--- src/rtl/tdm_demux_pkg.sv ---
// Shared constants and helpers for the two-channel TDM demultiplexer.
package tdm_demux_pkg;

  // Select encodings for the tagged input stream
  localparam logic CH_A = 1'b0;
  localparam logic CH_B = 1'b1;

  // Width needed to count 0..depth inclusive
  function automatic int lvl_width(input int depth);
    return $clog2(depth + 1);
  endfunction

endpackage

--- src/rtl/demux_chan_fifo.sv ---
// Per-channel synchronous FIFO with show-ahead head word, level-based full
// detection and asynchronous active-low reset that clears storage too.
module demux_chan_fifo
  import tdm_demux_pkg::*;
#(
  parameter int WIDTH = 1,
  parameter int DEPTH = 2,
  parameter int LVLW  = lvl_width(DEPTH)
) (
  input  logic             clk,
  input  logic             rst_n,
  input  logic             push,
  input  logic [WIDTH-1:0] push_data,
  input  logic             pop,
  output logic             full,
  output logic             valid,
  output logic [LVLW-1:0]  level,
  output logic [WIDTH-1:0] head
);

  localparam int PTRW = $clog2(DEPTH);

  logic [WIDTH-1:0] mem_r [DEPTH];
  logic [PTRW-1:0]  wr_ptr_r;
  logic [PTRW-1:0]  rd_ptr_r;
  logic [LVLW-1:0]  level_r;
  logic             push_ok_s;
  logic             pop_ok_s;

  // Full/valid come from the level so pointer equality never has to be
  // disambiguated; guarded push/pop make overflow and underflow impossible.
  always_comb begin
    full      = (level_r == LVLW'(DEPTH));
    valid     = (level_r != {LVLW{1'b0}});
    push_ok_s = push && !full;
    pop_ok_s  = pop && valid;
    level     = level_r;
    head      = mem_r[rd_ptr_r];
  end

  // Storage write at the tail; cleared on reset so the head reads zero
  always_ff @(posedge clk or negedge rst_n) begin
    if (!rst_n) begin
      for (int i = 0; i < DEPTH; i++) begin
        mem_r[i] <= {WIDTH{1'b0}};
      end
    end else if (push_ok_s) begin
      mem_r[wr_ptr_r] <= push_data;
    end else begin
      mem_r[wr_ptr_r] <= mem_r[wr_ptr_r];
    end
  end

  // Pointers wrap naturally modulo DEPTH (power of two)
  always_ff @(posedge clk or negedge rst_n) begin
    if (!rst_n) begin
      wr_ptr_r <= {PTRW{1'b0}};
      rd_ptr_r <= {PTRW{1'b0}};
    end else begin
      if (push_ok_s) begin
        wr_ptr_r <= wr_ptr_r + PTRW'(1);
      end else begin
        wr_ptr_r <= wr_ptr_r;
      end
      if (pop_ok_s) begin
        rd_ptr_r <= rd_ptr_r + PTRW'(1);
      end else begin
        rd_ptr_r <= rd_ptr_r;
      end
    end
  end

  // Occupancy tracking; simultaneous push and pop leaves it unchanged
  always_ff @(posedge clk or negedge rst_n) begin
    if (!rst_n) begin
      level_r <= {LVLW{1'b0}};
    end else begin
      case ({push_ok_s, pop_ok_s})
        2'b10:   level_r <= level_r + LVLW'(1);
        2'b01:   level_r <= level_r - LVLW'(1);
        default: level_r <= level_r;
      endcase
    end
  end

endmodule

--- src/rtl/tdm_demux2.sv ---
// Two-channel demultiplexer: steers a tagged valid/ready stream into two
// independent FIFOs so backpressure on one channel never blocks the other.
module tdm_demux2
  import tdm_demux_pkg::*;
#(
  parameter int WIDTH = 1,
  parameter int DEPTH = 2,
  parameter int LVLW  = lvl_width(DEPTH)
) (
  input  logic             clk,
  input  logic             rst_n,
  input  logic             in_valid,
  output logic             in_ready,
  input  logic [WIDTH-1:0] in_data,
  input  logic             in_sel,
  output logic             a_valid,
  input  logic             a_ready,
  output logic [WIDTH-1:0] a_data,
  output logic             b_valid,
  input  logic             b_ready,
  output logic [WIDTH-1:0] b_data,
  output logic [LVLW-1:0]  a_level,
  output logic [LVLW-1:0]  b_level,
  output logic             drop_err
);

  logic a_full_s;
  logic b_full_s;
  logic push_a_s;
  logic push_b_s;
  logic drop_err_r;

  // Ready reflects only the addressed channel; pushes go to that channel alone
  always_comb begin
    if (in_sel == CH_A) begin
      in_ready = !a_full_s;
    end else begin
      in_ready = !b_full_s;
    end
    push_a_s = in_valid && in_ready && (in_sel == CH_A);
    push_b_s = in_valid && in_ready && (in_sel == CH_B);
    drop_err = drop_err_r;
  end

  // Sticky diagnostic: a word was offered while its channel was full
  always_ff @(posedge clk or negedge rst_n) begin
    if (!rst_n) begin
      drop_err_r <= 1'b0;
    end else if (in_valid && !in_ready) begin
      drop_err_r <= 1'b1;
    end else begin
      drop_err_r <= drop_err_r;
    end
  end

  demux_chan_fifo #(.WIDTH(WIDTH), .DEPTH(DEPTH), .LVLW(LVLW)) u_fifo_a (
    .clk       (clk),
    .rst_n     (rst_n),
    .push      (push_a_s),
    .push_data (in_data),
    .pop       (a_ready),
    .full      (a_full_s),
    .valid     (a_valid),
    .level     (a_level),
    .head      (a_data)
  );

  demux_chan_fifo #(.WIDTH(WIDTH), .DEPTH(DEPTH), .LVLW(LVLW)) u_fifo_b (
    .clk       (clk),
    .rst_n     (rst_n),
    .push      (push_b_s),
    .push_data (in_data),
    .pop       (b_ready),
    .full      (b_full_s),
    .valid     (b_valid),
    .level     (b_level),
    .head      (b_data)
  );

endmodule

--- config.mk ---
export PLATFORM = sky130hd
export DESIGN_NAME = tdm_demux2
export DESIGN_NICKNAME = d
export VERILOG_FILES = /design/src/rtl/tdm_demux_pkg.sv /design/src/rtl/demux_chan_fifo.sv /design/src/rtl/tdm_demux2.sv
export SDC_FILE = /design/constraint.sdc
export NUM_CORES = 1
export LEC_CHECK = 0
export ABC_AREA = 0
export CORE_AREA = 10 10 47 49
export CTS_BUF_LIST = sky130_fd_sc_hd__clkbuf_4 sky130_fd_sc_hd__clkbuf_8
export DETAILED_ROUTE_END_ITERATION = 12
export DIE_AREA = 0 0 57 59
export HOLD_SLACK_MARGIN = 0.02
export PLACE_DENSITY = 0.89
export REMOVE_ABC_BUFFERS = 1
export SYNTH_ARGS = -nofsm -noshare
export SYNTH_HDL_FRONTEND = slang
export SYNTH_SLANG_ARGS = --single-unit
--- constraint.sdc ---
create_clock -name clk -period 1.8 [get_ports clk]
set_clock_uncertainty 0.1 [all_clocks]
set_input_delay 0.45 -clock clk [delete_from_list [all_inputs] [get_ports clk]]
set_output_delay 0.45 -clock clk [all_outputs]
set_load 0.005 [all_outputs]
# After elaboration in Yosys (flattened, before gate mapping)
# Index checks and enable logic that the tools add are counted.
word_totals:
  out_inout_bits: 10
  elab_cells: 78
  register_bits: 13
  input_bits: 7
op_classes:
  bitwise: 5
  n_eq_ne: 6
  reduce_logical: 17
  n_lt_le_gt_ge: 6
  mux: 25
  addsub: 8
ops:
  columns: ["operator", "n"]
  rows:
  - ["two-way mux 1 bit", 15]
  - ["logical AND 1 bit", 10]
  - ["bitwise mux 2 bit", 4]
  - ["equality test 2 bit (second input constant)", 4]
  - [">= comparator 2 bit (second input constant)", 4]
  - ["NOT 1 -> 2 bit", 4]
  - ["case mux 2 bit (2 select lines)", 2]
  - ["nonzero test 2 bit", 4]
  - ["adder 1 bit (second input constant)", 4]
  - ["adder 2 x 1 -> 2 bit (second input constant)", 2]
  - ["equality test 2 x 1 -> 1 bit (second input constant)", 2]
  - ["less-than comparator 2 x 1 -> 1 bit (second input constant)", 2]
  - ["two-way mux 2 bit", 2]
  - ["subtractor 2 x 1 -> 2 bit (second input constant)", 2]
  - ["logical NOT 1 bit", 3]
  - ["demux 1 bit (select 1 bit)", 2]
  - ["NOT 1 bit", 1]

# Depth between registers and ports, before layout
# Gate-level depths: netlist (run 1).
logic_depth:
  ltp_word: 8
  mapped_depth: 6
  mapped_depth_nobuf: 6

# Modules after synthesis
# A second synthesis (run 1) with hierarchy kept.
hier_totals:
  cells_unflattened: 53
  area_unflattened_um2: 654.4
modules_own_cells:
  columns: ["module", "instances", "cells_per_inst", "area_per_inst_um2", "seq_area_each_um2"]
  rows:
  - ["demux_chan_fifo at u_fifo_b", 1, 23, 306.5, 150.1]
  - ["demux_chan_fifo at u_fifo_a", 1, 23, 285.3, 150.1]
  - ["tdm_demux2", 1, 7, 62.6, 25.0]

# Worst setup path before layout (run 1)
# Ideal clock, no wire load.
synth_path:
  kind: "flip-flop to flip-flop"
  start: "register u_fifo_a.level_r[0], in the netlist u_fifo_a.level[0]"
  end: "register u_fifo_a.level_r[1], in the netlist u_fifo_a.level[1]"
  required_ns: 1.621
  arrival_ns: 1.467
  path_buffers: 0
  setup_time_ns: 0.079
  stages_incl_launch_ff: 6
  setup_slack_ns: 0.154
  period_less_slack_ns: 1.646
  path_cell_list: "dfrtp_1 -> or2_2 -> and2_1 -> ha_1 -> nor2_1 -> xor2_1"
synth_between:
  word_cells_on_any_way: 14
  cone_classes: "add/sub (2); eq/ne (3); mux (2); reduce/logical (7)"
synth_lines:
  columns: ["element", "line", "text"]
  rows:
  - ["start, declared", "demux_chan_fifo.sv:26", "logic [LVLW-1:0] level_r;"]
  - ["start signal, assigned", "demux_chan_fifo.sv:76", "level_r <= {LVLW{1'b0}};"]
  - ["start signal, assigned", "demux_chan_fifo.sv:79", "2'b10: level_r <= level_r + LVLW'(1);"]
  - ["start signal, assigned", "demux_chan_fifo.sv:80", "2'b01: level_r <= level_r - LVLW'(1);"]
  - ["nonzero test 2 bit *", "demux_chan_fifo.sv:34", "valid = (level_r != {LVLW{1'b0}});"]
  - ["named net a_valid", "tdm_demux2.sv:16", "output logic a_valid,"]
  - ["logical AND 1 bit *", "demux_chan_fifo.sv:36", "pop_ok_s = pop && valid;"]
  - ["named net u_fifo_a.pop_ok_s", "demux_chan_fifo.sv:28", "logic pop_ok_s;"]
  - ["equality test 2 x 1 -> 1 bit or equality test 2 bit (tied branches)", "demux_chan_fifo.sv:78", "case ({push_ok_s, pop_ok_s})"]
  - ["case mux 2 bit (2 select lines) or nonzero test 2 bit (tied branches)", null, null]
# Mark *: on every way through the listed nets, which the timed path passes. The rest lies on a longest branch.
# A chain may end at the register's enable or synchronous reset.

# Worst setup path in the final report (run 1)
layout_path:
  start: "register u_fifo_a.level_r[0], in the netlist u_fifo_a.level[0]"
  end: "output in_ready"
layout_between:
  elab_chain_cells: 3
layout_rtl:
  columns: ["element", "line", "text"]
  rows:
  - ["equality test 2 bit", "demux_chan_fifo.sv:33", "full = (level_r == LVLW'(DEPTH));"]
  - ["logical NOT 1 bit", "tdm_demux2.sv:36", "in_ready = !a_full_s;"]
  - ["two-way mux 1 bit", "tdm_demux2.sv:35", "if (in_sel == CH_A) begin"]
  - ["end, declared", "tdm_demux2.sv:13", "output logic in_ready,"]
# No other way between the ends.

==> run summary, run 1 <==
count leader, synth = dfrtp_1
Worst VDD drop = 1.01 mV
synthesis-stage register bit count = 13
Die Span X = 57 um
Post-Route WL = 1500 um
Worst Max-Slew Pin Slew = 168 ps
initial cell density of the core = 44.4%
CP max FO = 2
total track usage = 9.23%
met2 Use GR = 14.9%
core area = 1400 um2
delay of the slowest critical-path stage = 390 ps
Antenna Nets Post-Route = 0
CP startpoint kind = register
cells along the critical path = or2b_4 -> mux2_4 -> buf_6
global-route wire length before repair = 2460 um
Avg WL per Cell = 14.5 um
Final Critical Period = 1870 ps
Async S/R FF share, synth = 100%
failing checks = setup timing
cells after synthesis = 48
Vias/cell = 4.88
CTS tree = built
PD cells = 1700 nW/um2
H-tree depth = 1
GRT overflow = 0
GR Util met1 = 9.84%
Placed Cells = 94
crit-path leading delay family = flip-flops
Critical R2R Launch = u_fifo_a.level[0]$_DFFE_PN0P_
Yosys cell types = 17
Ports = 17
area post-placement = 907 um2
Main synth FF type = dfrtp_1
final worst path period share = 104%
crit path DAT = 1320 ps
routing usage on met3 = 3.65%
Area Growth Syn to Fin = 59.6%
share of the synthesized area in the top cell type = 52.3%
final std cells w/o fill = 103
final hold vios = 0
vias = 503
Clock Tree Root = clkbuf_4
yosys warns = 0
Max-Cap Viols = 0
largest cells by area after synthesis = dfrtp_1, mux2_2, xnor2_1
worst path bufs/invs = 1
layout cell share with drive strength beyond 1 = 46.0%
reg2reg setup slack = 20 ps
Post-synth EDFFs = 0
required time at the worst-slack endpoint = 1250 ps
Antenna Cells = 0
leading area contributor after synthesis = dfrtp_1
final instance area = 992 um2
drt initial violations = 4
nets = 97
CTS sink count = 13
Max Fclk = 0.534 GHz
RSZ-0062 raised after global routing = yes
worst rel slew slack = 88.7%
CTS Hold Bufs = 0
RR Endpoint = u_fifo_a.level[1]$_DFFE_PN0P_
crit path kind = register to output pin
1st-pass router iterations = 2
pre-CTS setup slack = -498 ps
worst skew pair latency = 270 ps
Slew Viols, Final = 0
Post-Syn Area = 622 um2
Final GP Congestion = 0.681
Worst R2R Path Depth = 7
drt drc = 0
clock slew at reported path FFs = 80 ps
Die Height = 59 um
post-synthesis average cell area = 13.0 um2
largest net degree at the start of global routing = 14
outcome = complete, but fails checks
initial antenna violation count = 0
Final HPWL DP = 1050 um
CTS max path bufs = 2
vias in the first global route = 550
slowest CP cell = dfrtp_1
sequential area share after synthesis = 52.3%
DIE AREA = 3360 um2
# setup viols final = 1
busiest grt layer = met2
hold crit path type = primary input to async pin
Rows = 14
setup ws final = -71.6 ps
CTS Buf Count = 3
most common library cells after synthesis = dfrtp_1, mux2_2, xnor2_1, xor2_1
Critical Path Sink Type = output pin
P_leak = 0.459 nW
number of port buffers = 16
what timing repair did:
action                                  CTS  global route
endpoints found under the setup margin    9             8
buffers inserted                          4             2
resized for setup                        22             7
pin swaps                                 0             2
worst register-to-register path: stages, from the launching register on:
cell,delay (ps)
dfrtp_1,390
buf_4,160
or2_2,290
and2_1,200
ha_4,170
xnor2_1,160
nor2_2,60
xor2_1,140
sequential cells by signal, summed over array words and instances (netlist names):
signal / cells
drop_err: 1
u_fifo_b.wr_ptr_r: 1
u_fifo_a.mem_r: 2
u_fifo_b.rd_ptr_r: 1
u_fifo_a.level: 2
u_fifo_a.wr_ptr_r: 1
u_fifo_a.rd_ptr_r: 1
u_fifo_b.mem_r: 2
u_fifo_b.level: 2
per-layer routing:
| metal | up-vias | wire length, um |
|---|---|---|
| met5 | - | 0 |
| met4 | 0 | 12 |
| met3 | 2 | 102 |
| met1 | 249 | 587 |
| met2 | 10 | 794 |
| li1 | 242 | - |
report_power, final:
| group | leakage, nW | switching [mW] | total, mW | internal [mW] |
|---|---|---|---|---|
| logic | 0.291 | 0.350 | 0.971 | 0.621 |
| registers | 0.150 | 0.0811 | 0.519 | 0.438 |
| clock network | 0.0184 | 0.0968 | 0.198 | 0.101 |
cells by family (layout without fill, tap and decap cells):
kind of cell	count (synthesis)	in the layout	synth area share, %
AOI/OAI and AO/OA	1	1	1.21
xor gates and xnor gates	10	10	14.1
adders and majority gates	2	2	4.02
buffers and inverters	1	40	0.603
DFF	13	13	52.3
muxes	7	7	12.7
and+or+nand+nor	14	14	15.1
cell type report:
cell class              count  area [um2]
fillers                   111         409
well taps                  16        20.0
multi-input cells          34         322
repair buffers             35         292
inverters                   1        3.75
clock buffers               4        30.0
flip-flops and latches     13         325
per-stage QoR:
| step | total power [mW] | util, % | TNS, ps | hold WS [ps] |
|---|---|---|---|---|
| after floorplan | 0.924 | - | 0 | 54.4 |
| after global placement | 1.37 | 64.7 | -1250 | 368 |
| after detailed placement | 1.41 | 64.7 | -1340 | 369 |
| after CTS | 1.61 | 67.9 | -69.7 | 378 |
| after global routing | 1.81 | 70.8 | -199 | 381 |
| final | 1.69 | 70.8 | -71.6 | 378 |
worst max path at each step:
stage / startpoint / end / slack (ps) / depth (start not counted)
2_1_floorplan: u_fifo_a.level[0]$_DFFE_PN0P_ / u_fifo_a.level[1]$_DFFE_PN0P_ / 150 / 5
3_3_place_gp: in_sel / in_ready / -490 / 3
3_5_place_dp: in_sel / in_ready / -500 / 3
4_1_cts: u_fifo_a.level[0]$_DFFE_PN0P_ / in_ready / -70 / 3
5_1_grt: u_fifo_a.level[0]$_DFFE_PN0P_ / in_ready / -110 / 3
6_report: u_fifo_a.level[0]$_DFFE_PN0P_ / in_ready / -70 / 3
layout by cell type (no fill, tap or decap), types with 2 or more instances in the layout:
cell type,count
nand4b_1,2
mux2_2,6
dlygate4sd2_1,4
xnor2_1,6
dfrtp_1,13
xor2_1,4
clkdlybuf4s15_1,2
buf_4,19
clkbuf_4,4
clkdlybuf4s50_1,6
buf_2,2
Power figures use the tool's default switching activity.
==> inputs of run 2 (changes only) <==
Settings changed: SETUP_SLACK_MARGIN set to 0.3.
Clock period 1.8 ns to 2.1 ns, I/O delays scaled along.
==> run summary, run 2 (same netlist as run 1, synthesis figures left out) <==
outcome = finished, final reports clean
CP startpoint kind = register
Avg WL per Cell = 15.1 um (+4.2%)
Die Height = 59 um (unchanged)
cells along the critical path = or2b_4 -> mux2_4 -> buf_6
nets = 94 (-3.1%)
H-tree depth = 1 (unchanged)
1st-pass router iterations = 2 (unchanged)
global-route wire length before repair = 2600 um (+5.6%)
RR Endpoint = u_fifo_b.level[1]$_DFFE_PN0P_
hold_sp = drop_err$_DFFE_PN0P_
final hold vios = 0 (unchanged)
Max-Cap Viols = 0 (unchanged)
Worst Max-Slew Pin Slew = 554 ps (+386 ps)
drt initial violations = 4 (unchanged)
Clock Tree Root = clkbuf_4
Slew Viols, Final = 0 (unchanged)
vias = 494 (-1.8%)
hold crit path type = register to register
Critical R2R Launch = u_fifo_b.level[1]$_DFFE_PN0P_
required time at the worst-slack endpoint = 1470 ps (+220 ps)
DIE AREA = 3360 um2 (unchanged)
Post-Route WL = 1510 um (+1.2%)
crit path DAT = 1300 ps (-20 ps)
RSZ-0062 raised after global routing = yes
clock slew at reported path FFs = 80 ps (about the same)
CTS tree = built
Antenna Cells = 0 (unchanged)
final worst path period share = 91.6%
Final Critical Period = 1920 ps
CP max FO = 2 (unchanged)
hold slack final = 377 ps (-0.0730 ps)
initial cell density of the core = 44.4% (unchanged)
Max Fclk = 0.520 GHz
crit path kind = register to output pin
largest net degree at the start of global routing = 14 (unchanged)
layout cell share with drive strength beyond 1 = 52.4% (+6.4 points)
Rows = 14 (unchanged)
delay of the slowest critical-path stage = 380 ps (about the same)
CTS Buf Count = 3 (unchanged)
most frequent cells in the layout = dfrtp_1, buf_4, mux2_2, dlygate4sd2_1, buf_6
initial antenna violation count = 0 (unchanged)
Area Growth Syn to Fin = 63.0%
number of port buffers = 16 (unchanged)
# setup viols final = 0 (-1)
final std cells w/o fill = 100 (-2.9%)
CTS Hold Bufs = 0 (unchanged)
Critical Path Sink Type = output pin
vias in the first global route = 558 (+1.5%)
Final GP Congestion = 0.708 (+3.9%)
Antenna Nets Post-Route = 0 (unchanged)
Worst R2R Path Depth = 7 (unchanged)
CTS sink count = 13 (unchanged)
Worst VDD drop = 1.03 mV (+1.7%)
P_leak = 0.467 nW (+1.7%)
Vias/cell = 4.94 (+1.2%)
Hold Path End = drop_err$_DFFE_PN0P_
core area = 1400 um2 (unchanged)
slowest CP cell = dfrtp_1
GRT overflow = 0 (unchanged)
Ports = 17 (unchanged)
total track usage = 9.74% (+0.50 points)
PD cells = 1470 nW/um2 (-14%)
worst skew pair latency = 260 ps (about the same)
Fill cells = 102 (-8.1%)
drt drc = 0 (unchanged)
CTS max path bufs = 2 (unchanged)
Die Span X = 57 um (unchanged)
hold depth = 1
reg2reg setup slack = 370 ps (+350 ps)
Placed Cells = 86 (-8.5%)
worst rel slew slack = 62.9% (-26 points)
-- run 2: changes by cell type in the layout (fill, tap and decap cells not counted), sizes merged --
| cell | before | now |
|---|---|---|
| buf | 22 | 19 |
| clkbuf | 4 | 6 |
| clkdlybuf4s15 | 2 | 0 |
| clkdlybuf4s50 | 6 | 4 |
| dlygate4sd2 | 4 | 5 |
| dlymetal6s2s | 1 | 2 |
-- run 2: worst max-delay path, delay by kind of cell, from the launching register on --
kind / cells / cell delay, ps
flip-flops: 1 / 380
multiplexers: 1 / 280
AND/OR/NAND/NOR: 1 / 250
buffers and inverters: 1 / 120
-- run 2: through the flow --
| step | setup WS (ps) | utilization, % | total power [mW] | setup TNS [ps] | instance area (um2) |
|---|---|---|---|---|---|
| 5_1_grt | 130 | 72.3 | 1.62 | 0 | 1010 |
| 4_1_cts | 172 | 67.5 | 1.39 | 0 | 946 |
| 3_3_place_gp | -342 | 60.4 | 1.10 | -377 | 847 |
| 6_report | 176 | 72.3 | 1.49 | 0 | 1010 |
| 2_1_floorplan | 454 | - | 0.792 | 0 | 622 |
| 3_5_place_dp | -350 | 60.4 | 1.14 | -449 | 847 |
-- run 2: worst max path at each step --
stage                                             start                       endpoint  slack [ps]  depth (start not counted)
final                     u_fifo_a.level[0]$_DFFE_PN0P_                       in_ready         180                          3
after global routing      u_fifo_a.level[0]$_DFFE_PN0P_                       in_ready         130                          3
after CTS                 u_fifo_a.level[0]$_DFFE_PN0P_                       in_ready         170                          3
after detailed placement                         in_sel                       in_ready        -350                          3
after global placement                           in_sel                       in_ready        -340                          3
after floorplan           u_fifo_a.level[0]$_DFFE_PN0P_  u_fifo_a.level[1]$_DFFE_PN0P_         450                          5
-- run 2: layout make-up --
class,count,area (um2),share of cell area (%)
Multi-Input combinational cell,34,357,35.2
Timing Repair Buffer,32,278,27.4
Clock buffer,4,30.0,2.96
Inverter,1,3.75,0.370
Tap cell,16,20.0,1.98
Sequential cell,13,325,32.1
-- run 2: repair_timing --
item / CTS / global route
hold endpoints to repair: 0 / 0
setup endpoints to repair: 12 / 9
buffers inserted: 7 / 3
pin swaps: 3 / 3
gates resized for setup: 29 / 15
-- run 2: layer usage --
metal	global-route usage [%]	wire, um
met1	9.90	592
met2	16.6	772
met3	4.29	117
met4	5.03	31
met5	0	0
-- run 2: report_power, final --
group | leakage, nW | switching [mW] | total (mW) | internal [mW]
registers | 0.150 | 0.0785 | 0.454 | 0.375
clock network | 0.0184 | 0.0747 | 0.161 | 0.0861
logic | 0.299 | 0.318 | 0.874 | 0.557
